--- src/rtl/instr_fetch_unit.sv ---
// Fetch stage: owns PC and IR and runs the instruction-memory read handshake.
// A fetch is aborted if the memory stalls too long, and misaligned PCs are faulted.
module instr_fetch_unit #(
    parameter logic [31:0] RESET_PC  = 32'h0000_0000,
    parameter int          TIMEOUT   = 16,
    parameter logic [31:0] NOP_INSTR = 32'h0000_0013
) (
    input  logic        clock,
    input  logic        reset,
    input  logic        fetch_start,
    input  logic        instr_ack,
    input  logic        pc_load,
    input  logic [31:0] pc_next,
    output logic [31:0] mem_addr,
    output logic        mem_rd,
    input  logic [31:0] mem_rdata,
    input  logic        mem_ready,
    output logic [31:0] PC,
    output logic [31:0] PC_instr,
    output logic [31:0] Instr,
    output logic [6:0]  Op,
    output logic [4:0]  rd,
    output logic [2:0]  funct3,
    output logic [4:0]  rs1,
    output logic [4:0]  rs2,
    output logic [6:0]  funct7,
    output logic        instr_valid,
    output logic        fault,
    output logic [1:0]  fault_code
);

    typedef enum logic [1:0] {S_IDLE, S_WAIT, S_HOLD} state_t;

    localparam logic [7:0] CNT_LAST = 8'(TIMEOUT - 1);

    state_t      state_q, state_d;
    logic [31:0] pc_q, pc_d;
    logic [31:0] pc_instr_q, pc_instr_d;
    logic [31:0] instr_q, instr_d;
    logic [31:0] addr_q, addr_d;
    logic        rd_q, rd_d;
    logic        valid_q, valid_d;
    logic        fault_q, fault_d;
    logic [1:0]  code_q, code_d;
    logic [7:0]  cnt_q, cnt_d;
    logic        pend_q, pend_d;
    logic [31:0] pend_pc_q, pend_pc_d;

    // A redirect arriving in the same cycle as completion/timeout is the newest target.
    logic        tgt_valid;
    logic [31:0] tgt_pc;
    assign tgt_valid = pc_load | pend_q;
    assign tgt_pc    = pc_load ? pc_next : pend_pc_q;

    always_ff @(posedge clock) begin
        if (reset) begin
            state_q    <= S_IDLE;
            pc_q       <= RESET_PC;
            pc_instr_q <= RESET_PC;
            instr_q    <= NOP_INSTR;
            addr_q     <= RESET_PC;
            rd_q       <= 1'b0;
            valid_q    <= 1'b0;
            fault_q    <= 1'b0;
            code_q     <= 2'd0;
            cnt_q      <= 8'd0;
            pend_q     <= 1'b0;
            pend_pc_q  <= RESET_PC;
        end else begin
            state_q    <= state_d;
            pc_q       <= pc_d;
            pc_instr_q <= pc_instr_d;
            instr_q    <= instr_d;
            addr_q     <= addr_d;
            rd_q       <= rd_d;
            valid_q    <= valid_d;
            fault_q    <= fault_d;
            code_q     <= code_d;
            cnt_q      <= cnt_d;
            pend_q     <= pend_d;
            pend_pc_q  <= pend_pc_d;
        end
    end

    always_comb begin
        state_d    = state_q;
        pc_d       = pc_q;
        pc_instr_d = pc_instr_q;
        instr_d    = instr_q;
        addr_d     = addr_q;
        rd_d       = rd_q;
        valid_d    = valid_q;
        fault_d    = fault_q;
        code_d     = code_q;
        cnt_d      = cnt_q;
        pend_d     = pend_q;
        pend_pc_d  = pend_pc_q;

        case (state_q)
            S_IDLE: begin
                if (pc_load) begin
                    pc_d    = pc_next;
                    fault_d = 1'b0;
                    code_d  = 2'd0;
                end else if (fetch_start && !fault_q) begin
                    if (pc_q[1:0] != 2'b00) begin
                        fault_d = 1'b1;
                        code_d  = 2'd1;
                    end else begin
                        addr_d  = pc_q;
                        rd_d    = 1'b1;
                        cnt_d   = 8'd0;
                        state_d = S_WAIT;
                    end
                end
            end

            S_WAIT: begin
                if (pc_load) begin
                    pend_d    = 1'b1;
                    pend_pc_d = pc_next;
                end
                if (mem_ready) begin
                    instr_d    = mem_rdata;
                    pc_instr_d = addr_q;
                    valid_d    = 1'b1;
                    rd_d       = 1'b0;
                    pc_d       = tgt_valid ? tgt_pc : addr_q + 32'd4;
                    pend_d     = 1'b0;
                    state_d    = S_HOLD;
                end else if (cnt_q == CNT_LAST) begin
                    rd_d    = 1'b0;
                    fault_d = 1'b1;
                    code_d  = 2'd2;
                    if (tgt_valid) begin
                        pc_d = tgt_pc;
                    end
                    pend_d  = 1'b0;
                    state_d = S_IDLE;
                end else begin
                    cnt_d = cnt_q + 8'd1;
                end
            end

            S_HOLD: begin
                if (pc_load) begin
                    pc_d = pc_next;
                    if (instr_ack) begin
                        valid_d = 1'b0;
                        state_d = S_IDLE;
                    end
                end else if (instr_ack) begin
                    valid_d = 1'b0;
                    state_d = S_IDLE;
                    if (fetch_start) begin
                        if (pc_q[1:0] != 2'b00) begin
                            fault_d = 1'b1;
                            code_d  = 2'd1;
                        end else begin
                            addr_d  = pc_q;
                            rd_d    = 1'b1;
                            cnt_d   = 8'd0;
                            state_d = S_WAIT;
                        end
                    end
                end
            end

            default: state_d = S_IDLE;
        endcase
    end

    always_comb begin
        mem_addr    = addr_q;
        mem_rd      = rd_q;
        PC          = pc_q;
        PC_instr    = pc_instr_q;
        Instr       = instr_q;
        Op          = instr_q[6:0];
        rd          = instr_q[11:7];
        funct3      = instr_q[14:12];
        rs1         = instr_q[19:15];
        rs2         = instr_q[24:20];
        funct7      = instr_q[31:25];
        instr_valid = valid_q;
        fault       = fault_q;
        fault_code  = code_q;
    end

endmodule
--- config.mk ---
export PLATFORM = sky130hd
export DESIGN_NAME = instr_fetch_unit
export DESIGN_NICKNAME = d
export VERILOG_FILES = /design/src/rtl/instr_fetch_unit.sv
export SDC_FILE = /design/constraint.sdc
export NUM_CORES = 1
export LEC_CHECK = 0
export ABC_AREA = 1
export CAP_MARGIN = 5
export CORE_ASPECT_RATIO = 0.9
export CORE_MARGIN = 5
export CORE_UTILIZATION = 48
export CTS_CLUSTER_DIAMETER = 60
export DETAILED_ROUTE_END_ITERATION = 12
export PLACE_DENSITY = 0.83
export SLEW_MARGIN = 20
export SYNTH_ARGS = -nofsm -noshare
export SYNTH_HDL_FRONTEND = slang
export SYNTH_SLANG_ARGS = --single-unit
export TNS_END_PERCENT = 30
--- constraint.sdc ---
create_clock -name clock -period 2.15 [get_ports clock]
set_clock_uncertainty 0.15 [all_clocks]
set_input_delay 0.43 -clock clock [delete_from_list [all_inputs] [get_ports clock]]
set_output_delay 0.43 -clock clock [all_outputs]
set_load 0.05 [all_outputs]
Yosys cells after proc, flatten, opt, wreduce, memory -nomap -nowiden --
Index checks and enable logic that the tools add are counted.
Word-level totals: bits in registers 176, output and inout bits 165, logic and storage cells 118
Operators by class: $add $sub $neg 2, equal/unequal tests 17, muxes and demuxes 67, bitwise gates (word level) 1, reductions and logical operators 19
Operators by type and width (count):
- 32-bit two-way mux | 12
- 32-bit case mux with 2 select lines | 2
- 8-bit two-way mux | 8
- 32-bit by 3-bit adder with 32-bit output (second input constant) | 1
- 2-bit two-way mux | 16
- 8-bit case mux with 3 select lines | 1
- 1-bit two-way mux | 23
- 2-bit inequality test (second input constant) | 10
- 7-bit AND reduction | 2
- 2-bit case mux with 3 select lines | 2
- 3-bit inequality test (second input constant) | 3
- 8-bit by 1-bit adder with 8-bit output (second input constant) | 1
- 8-bit by 4-bit equality test with 1-bit output (second input constant) | 1
- 8-bit AND reduction | 1
- 2-bit nonzero test | 4
- 1-bit case mux with 3 select lines | 2
- 6-bit AND reduction | 1
- 3-bit nonzero test | 2
- 5-bit AND reduction | 1
- 2-bit AND reduction | 2
- 4-bit AND reduction | 1
- 3-bit AND reduction | 1
- 2-bit by 1-bit equality test with 1-bit output (second input constant) | 1
- 2-bit equality test (second input constant) | 1
- 7 further kinds | 7

Logic depth before layout (Yosys ltp) --
Gate-level depths: netlist of run 1.
depth in word-level cells 6, mapped depth 13

Worst setup path after synthesis of run 1 --
OpenSTA, ideal clock, no wires.
path kind register to register, start reg addr_q[3], in the netlist mem_addr[3], end reg pc_q[22], in the netlist PC[22], data arrival time 1.813 ns, data required time 1.880 ns, setup slack 0.068 ns, stages on the path, launching flop included 11, path through dfxtp_1 -> ha_1 -> nand2_1 -> nor2_2 -> nand2_2 -> nor2_4 -> nand2_1 -> nand2_1 -> nand2_1 -> o21ai_0 -> a21oi_1
On the way: word-level cells in the longest chain between the ends 4
Ends and longest elaborated chain:
- start: declaration | RTL line 40 | logic [31:0] addr_q, addr_d;
- start signal: assignment | RTL line 74 | addr_q <= addr_d;
- 32-bit by 3-bit adder with 32-bit output | RTL line 128 | pc_d = tgt_valid ? tgt_pc : addr_q + 32'd4;
- 32-bit two-way mux | RTL line 128
- 32-bit two-way mux | RTL line 123 | if (mem_ready) begin
- 32-bit case mux with 2 select lines | RTL line 99 | case (state_q)
- end signal: assignment | RTL line 71 | pc_q <= pc_d;
- end: declaration | RTL line 37 | logic [31:0] pc_q, pc_d;
Every way passes these cells. A chain may end at the register's enable or synchronous reset.

Final worst setup path of run 1 --
start reg state_q[0], end reg addr_q[22], in the netlist mem_addr[22]
On the way: word-level cells in the longest chain between the ends 3
Ends and longest elaborated chain:
- start: declaration | RTL line 36 | state_t state_q, state_d;
- start signal: assignment | RTL line 70 | state_q <= state_d;
- 2-bit equality test or 2-bit zero test (tied branches) | RTL line 99
- 2-bit inequality test (no line) or 2-bit nonzero test (tied branches)
- 6-bit AND reduction (no line)
Several ways; a longest one is shown, not always the timed one.

==> flow_metrics.env, run 1 <==
export IMPL_globalplace_congestion=1.00
export IMPL_post_drt_wl_per_cell_microns=16.6
export IMPL_ys_ff_latch=176
export IMPL_synth_common_cells="nand2_1, nor2_1, dfxtp_1"
export IMPL_grt_total_usage=0.265
export IMPL_slew_headroom=0.636
export IMPL_drc=0
export IMPL_synthArstFlopShare=0
export IMPL_synth_distinct_cells=35
export IMPL_ys_seq_area_frac=0.423
export IMPL_cts_root_buf="clkbuf_16"
export IMPL_antenna_found_initial=0
export IMPL_cts_sinks=176
export IMPL_grt_max_degree=65
export IMPL_grt_pass1_wl_mm=42.8
export IMPL_layout_min_cycle_time_ns=2.05
export IMPL_yosysWarnings=0
export IMPL_num_vias=8955
export IMPL_finalNetCount=1513
export IMPL_diodes=0
export IMPL_clockBufferDepth=2
export IMPL_grt_util_met2=0.430
export IMPL_postSynthCellCount=1230
export IMPL_r2r_setup_slack_ns=0.10
export IMPL_hold_path_depth=2
export IMPL_die_w_microns=149
export IMPL_syn_nets=1306
export IMPL_powerDensity_mw_per_mm2=1550
export IMPL_holdWs_ns=0.300
export IMPL_grt_pass1_vias=8002
export IMPL_cts_htree_levels=4
export IMPL_holdPathEnd="mem_rd$_SDFFE_PP0P_"
export IMPL_hold_start="mem_rd$_SDFFE_PP0P_"
export IMPL_reg2reg_to="mem_addr[22]$_SDFFE_PP0P_"
export IMPL_synth_top_area_share=0.423
export IMPL_cts_tree="done"
export IMPL_crit_required_ns=2.35
export IMPL_status="complete, no violations"
export IMPL_area_growth_syn_to_layout_pct=35.7
export IMPL_syn_cell_area_sq_mm=0.00833
export IMPL_setup_worst_path_end_class="flop"
export IMPL_final_core_util=0.667
export IMPL_vias_per_cell=5.31
export IMPL_min_path_type="reg -> reg"
export IMPL_drive_gt1_frac=0.141
export IMPL_busiest_layer="met2"
export IMPL_fmax_mhz=488
export IMPL_maxCapViolations=0
export IMPL_synthTopCellsByArea="dfxtp_1, nand2_1, nor2_1"
export IMPL_crit_type="reg -> reg"
export IMPL_rr_startpoint="state_q[0]$_SDFFE_PP0P_"
export IMPL_arrival_ns=2.25
export IMPL_vdd_ir_drop_max_mv=0.831
export IMPL_p_leak_uw=0.00506
export IMPL_rows=45
export IMPL_reg2reg_depth=11
export IMPL_clock_latency_ns=0.43
export IMPL_avgSynthCellArea_sq_um=6.77
export IMPL_setup_viol=0
export IMPL_startpoint_type="flop"
export IMPL_hold_violations=0
export IMPL_synth_edff_count=0
export IMPL_die_area_sq_mm=0.0201
export IMPL_total_power_uw=17500
export IMPL_rsz0062_at_grt="no"
export IMPL_io_pins=235
export IMPL_place_area_sq_mm=0.0107
export IMPL_use_met1=0.365
export IMPL_core_sq_mm=0.0169
export IMPL_min_period_over_period=0.952
export IMPL_start_util=0.492
export IMPL_cts_made_buffers=17
export IMPL_clk_pin_slew_ns=0.07
export IMPL_drt_iter0_drc=1047
export IMPL_hpwl_mm=20.2
export IMPL_holdBufCountCts=0
export IMPL_path_max_fanout=20
export IMPL_wirelength_mm=27.9
export IMPL_synth_top_area_cell="dfxtp_1"
export IMPL_numPortBuffers=234
export IMPL_firstDrtPassIters=5
export IMPL_fin_area_sq_mm=0.0113
export IMPL_yosys_cell_count_top_type="nand2_1"
export IMPL_ant_nets=0
export IMPL_use_met3=0.0477
export IMPL_grt_overflow=0
export IMPL_worstMarginPinSlew_ns=0.548
export IMPL_die_height_microns=135
export IMPL_ys_flop_type="dfxtp_1"
export IMPL_finalMaxSlewViolations=0
flip-flops by register name, indices dropped and copies added (netlist names):
signal,flops
pend_pc_q,32
mem_addr,32
instr_valid,1
fault_code,2
mem_rd,1
PC,32
cnt_q,8
state_q,2
Instr,32
pend_q,1
fault,1
PC_instr,32
cell families after synthesis:
logic type / synth area share
simple gates: 0.256
fa+ha+maj: 0.00901
compound gates: 0.195
buf+inv: 0.110
xor+xnor: 0.00631
flops: 0.423
critical path, stage by stage, from the launching register on:
cell,delay [ns]
dfxtp_2,0.35
inv_1,0.09
ha_2,0.21
inv_2,0.10
nor2_1,0.07
nor2_2,0.17
nand2_2,0.11
nor3_4,0.15
buf_12,0.16
buf_16,0.15
o21ai_1,0.08
a21oi_1,0.18
worst max-delay path by stage:
stage,from,end,slack (ns)
2_1_floorplan,mem_addr[3]$_SDFFE_PP0P_,PC[22]$_SDFFE_PP0P_,0.07
3_3_place_gp,fetch_start,mem_addr[7]$_SDFFE_PP0P_,-0.17
3_5_place_dp,fetch_start,mem_addr[5]$_SDFFE_PP0P_,-0.29
4_1_cts,state_q[0]$_SDFFE_PP0P_,mem_addr[22]$_SDFFE_PP0P_,0.02
5_1_grt,state_q[1]$_SDFFE_PP0P_,PC[27]$_SDFFE_PP0P_,0.009
6_report,state_q[0]$_SDFFE_PP0P_,mem_addr[22]$_SDFFE_PP0P_,0.10
final cells by class:
cell class / instances / area, sq um
Clock buffer: 20 / 447
Multi-Input combinational cell: 856 / 3920
Timing Repair inverter: 1 / 7.51
Clock inverter: 12 / 158
Sequential cell: 176 / 3530
Timing Repair Buffer: 287 / 2590
Inverter: 98 / 372
Fill cell: 1471 / 5640
Tap cell: 235 / 294
power by group:
group	total, uW	leakage [uW]	internal (uW)	switching [uW]
sequential	5160	0.00144	4230	930
combinational	9140	0.00333	2670	6460
clock	3180	0.000287	1870	1310
per-layer routing:
metal  vias up  wire (microns)
met1      4055           11700
li1       4376               -
met3        53            2480
met4         0             660
met5         -               0
met2       471           13000
per-stage QoR:
| step | setup TNS [ns] | worst slack (ns) | instances |
|---|---|---|---|
| detailed placement | -9.99 | -0.287 | 1648 |
| global placement | -4.20 | -0.170 | 1648 |
| CTS | 0 | 0.0198 | 1684 |
| global route | 0 | 0.00949 | 1685 |
| finish | 0 | 0.103 | 1685 |
| floorplan | 0 | 0.0677 | 1230 |
what timing repair did:
item / 4_1_cts / 5_1_grt
setup endpoints to repair: 88 / 78
cloned: 1 / 1
gates resized for setup: 87 / 10
setup buffers: 3 / 0
pin swaps: 1 / 3
cell usage in the layout, fill, tap and decap left out, drive strengths merged, types with 2 or more instances in the layout:
| cell | instances |
|---|---|
| nand2 | 244 |
| nand4 | 8 |
| clkbuf | 21 |
| clkinvlp | 4 |
| o21ai | 161 |
| clkinv | 5 |
| a21oi | 144 |
| nand3 | 54 |
| o211ai | 3 |
| nor3 | 3 |
| nor2 | 212 |
| ha | 6 |
| nor3b | 2 |
| dfxtp | 176 |
| buf | 135 |
| bufinv | 3 |
| inv | 99 |
| xor2 | 5 |
| a32oi | 3 |
| dlygate4sd2 | 82 |
| clkdlybuf4s50 | 69 |
| a31oi | 3 |
(Power assumes the default switching activity.)
==> run 2: changes to the inputs <==
- CORE_MARGIN: 5 -> not set
==> run 2 against run 1 <==
Effect of this change: sequential share of layout area decreased by 0.057 points; critical path depth unchanged; routed wire length decreased by 3.2%; critical endpoint unchanged.
==> flow_metrics.env, run 2 (same netlist as run 1, synthesis figures left out) <==
export IMPL_hpwl_mm=19.4
export IMPL_grt_max_degree=75
export IMPL_worst_slack_ns=0.0662
export IMPL_p_leak_uw=0.00511
export IMPL_layout_commonest_cell="nand2_1"
export IMPL_firstDrtPassIters=5
export IMPL_cp_top_family="buffers and inverters"
export IMPL_crit_chain="inv_2, ha_2, inv_2, nor2_1, nor2_1, nand2_2, nor3_4, buf_12, buf_6, clkbuf_16, a21oi_1"
export IMPL_crit_slowest_cell="dfxtp_1"
export IMPL_worstMarginPinSlew_ns=0.529
export IMPL_drive_gt1_frac=0.127
export IMPL_antenna_found_initial=0
export IMPL_place_area_sq_mm=0.0107
export IMPL_tns_ns=0
export IMPL_layout_common_cells="nand2_1, nor2_1, dfxtp_1"
export IMPL_grt_total_usage=0.298
export IMPL_fill_cells=1497
export IMPL_maxCapViolations=0
export IMPL_cts_tree="done"
export IMPL_powerDensity_mw_per_mm2=1540
export IMPL_die_w_microns=141
export IMPL_min_period_over_period=0.969
export IMPL_final_core_util=0.668
export IMPL_arrival_ns=2.26
export IMPL_hold_start="mem_rd$_SDFFE_PP0P_"
export IMPL_rows=45
export IMPL_cts_htree_levels=4
export IMPL_holdPathEnd="mem_rd$_SDFFE_PP0P_"
export IMPL_cts_root_buf="clkbuf_16"
export IMPL_globalplace_congestion=0.886
export IMPL_num_vias=8888
export IMPL_die_area_sq_mm=0.0179
export IMPL_area_growth_syn_to_layout_pct=35.9
export IMPL_start_util=0.492
export IMPL_holdWs_ns=0.303
export IMPL_clockBufferDepth=2
export IMPL_vdd_ir_drop_max_mv=0.856
export IMPL_multi_input_area_sq_mm=0.00391
export IMPL_hold_violations=0
export IMPL_cp_num_buf_inv=5
export IMPL_pre_cts_ws_ns=-0.242
export IMPL_diodes=0
export IMPL_grt_pass1_wl_mm=41.7
export IMPL_status="complete, no violations"
export IMPL_fmax_mhz=480
export IMPL_core_sq_mm=0.0169
export IMPL_finalMaxSlewViolations=0
export IMPL_startpoint_type="flop"
export IMPL_slowest_delay_ns=0.38
export IMPL_reg2reg_to="mem_addr[22]$_SDFFE_PP0P_"
export IMPL_vias_per_cell=5.28
export IMPL_setup_worst_path_end_class="flop"
export IMPL_post_drt_wl_per_cell_microns=16.0
export IMPL_layout_min_cycle_time_ns=2.08
export IMPL_die_height_microns=127
export IMPL_io_pins=235
export IMPL_slew_headroom=0.649
export IMPL_numPortBuffers=234
export IMPL_rr_startpoint="state_q[0]$_SDFFE_PP0P_"
export IMPL_clock_latency_ns=0.43
export IMPL_cts_sinks=176
export IMPL_drc=0
export IMPL_regArea_sq_mm=0.00352
export IMPL_fin_area_sq_mm=0.0113
export IMPL_holdBufCountCts=0
export IMPL_finalNetCount=1511
export IMPL_hold_path_depth=2
export IMPL_r2r_setup_slack_ns=0.07
export IMPL_ant_nets=0
export IMPL_crit_required_ns=2.32
export IMPL_clk_pin_slew_ns=0.07
export IMPL_grt_overflow=0
export IMPL_min_path_type="reg -> reg"
export IMPL_path_max_fanout=19
export IMPL_drt_iter0_drc=1133
export IMPL_reg2reg_depth=11
export IMPL_grt_pass1_vias=7878
export IMPL_wirelength_mm=27.0
export IMPL_cts_made_buffers=17
export IMPL_setup_viol=0
export IMPL_crit_type="reg -> reg"
==> run 2: cell types whose count changed in the layout (fill, tap and decap cells not counted), moves of 2 or more <==
cell,before,now
clkinvlp_4,4,1
o21ai_1,30,32
dfxtp_2,2,0
buf_4,124,105
o21ai_0,130,128
buf_12,9,11
dlygate4sd2_1,82,98
inv_6,2,4
dfxtp_1,174,176
==> run 2: cell type report <==
type,instances,area share
Clock inverter,14,0.0160
Sequential cell,176,0.311
Inverter,98,0.0328
Timing Repair Buffer,286,0.230
Tap cell,235,0.0260
Multi-Input combinational cell,856,0.346
Clock buffer,18,0.0379
==> run 2: what timing repair did <==
action / 4_1_cts / 5_1_grt
setup buffers: 0 / 2
pin swaps: 0 / 1
setup endpoints to repair: 99 / 61
gates resized for setup: 99 / 11
gates cloned: 0 / 1
==> run 2: per-stage QoR <==
| stage | cells | power [uW] |
|---|---|---|
| 5_1_grt | 1683 | 18300 |
| 4_1_cts | 1680 | 17200 |
| 3_5_place_dp | 1648 | 14200 |
| 6_report | 1683 | 17400 |
| 2_1_floorplan | 1230 | 11200 |
| 3_3_place_gp | 1648 | 14100 |
==> run 2: worst max path at each step <==
stage / from / to / slack (ns) / depth (start not counted)
after floorplan: mem_addr[3]$_SDFFE_PP0P_ / PC[22]$_SDFFE_PP0P_ / 0.07 / 10
after global placement: fetch_start / mem_addr[7]$_SDFFE_PP0P_ / -0.17 / 10
after detailed placement: pc_load / mem_addr[7]$_SDFFE_PP0P_ / -0.24 / 8
after CTS: PC_instr[23]$_SDFFE_PP0N_ / PC_instr[23] / 0.002 / 1
after global routing: state_q[0]$_SDFFE_PP0P_ / PC[28]$_SDFFE_PP0P_ / -0.05 / 11
final: state_q[0]$_SDFFE_PP0P_ / mem_addr[22]$_SDFFE_PP0P_ / 0.07 / 11
==> run 2: report_power, final <==
part	switching, uW	internal, uW	leakage, uW
combinational	6410	2630	0.00337
clock	1390	1850	0.000298
sequential	931	4230	0.00144
total	8730	8710	0.00511
==> run 2: routing by layer <==
| layer | global-route usage | share of wire | vias up |
|---|---|---|---|
| li1 | - | - | 4367 |
| met5 | 0 | 0 | - |
| met4 | 0.0953 | 0.021 | 0 |
| met3 | 0.0577 | 0.086 | 54 |
| met2 | 0.480 | 0.46 | 414 |
| met1 | 0.403 | 0.43 | 4053 |
==> run 2: tightest hold or removal path: cells and delay by family, from the launching register on <==
family	cells	cell delay, ns
buffers and inverters	1	0.05
DFF	1	0.31
AOI/OAI and AO/OA	1	0.05
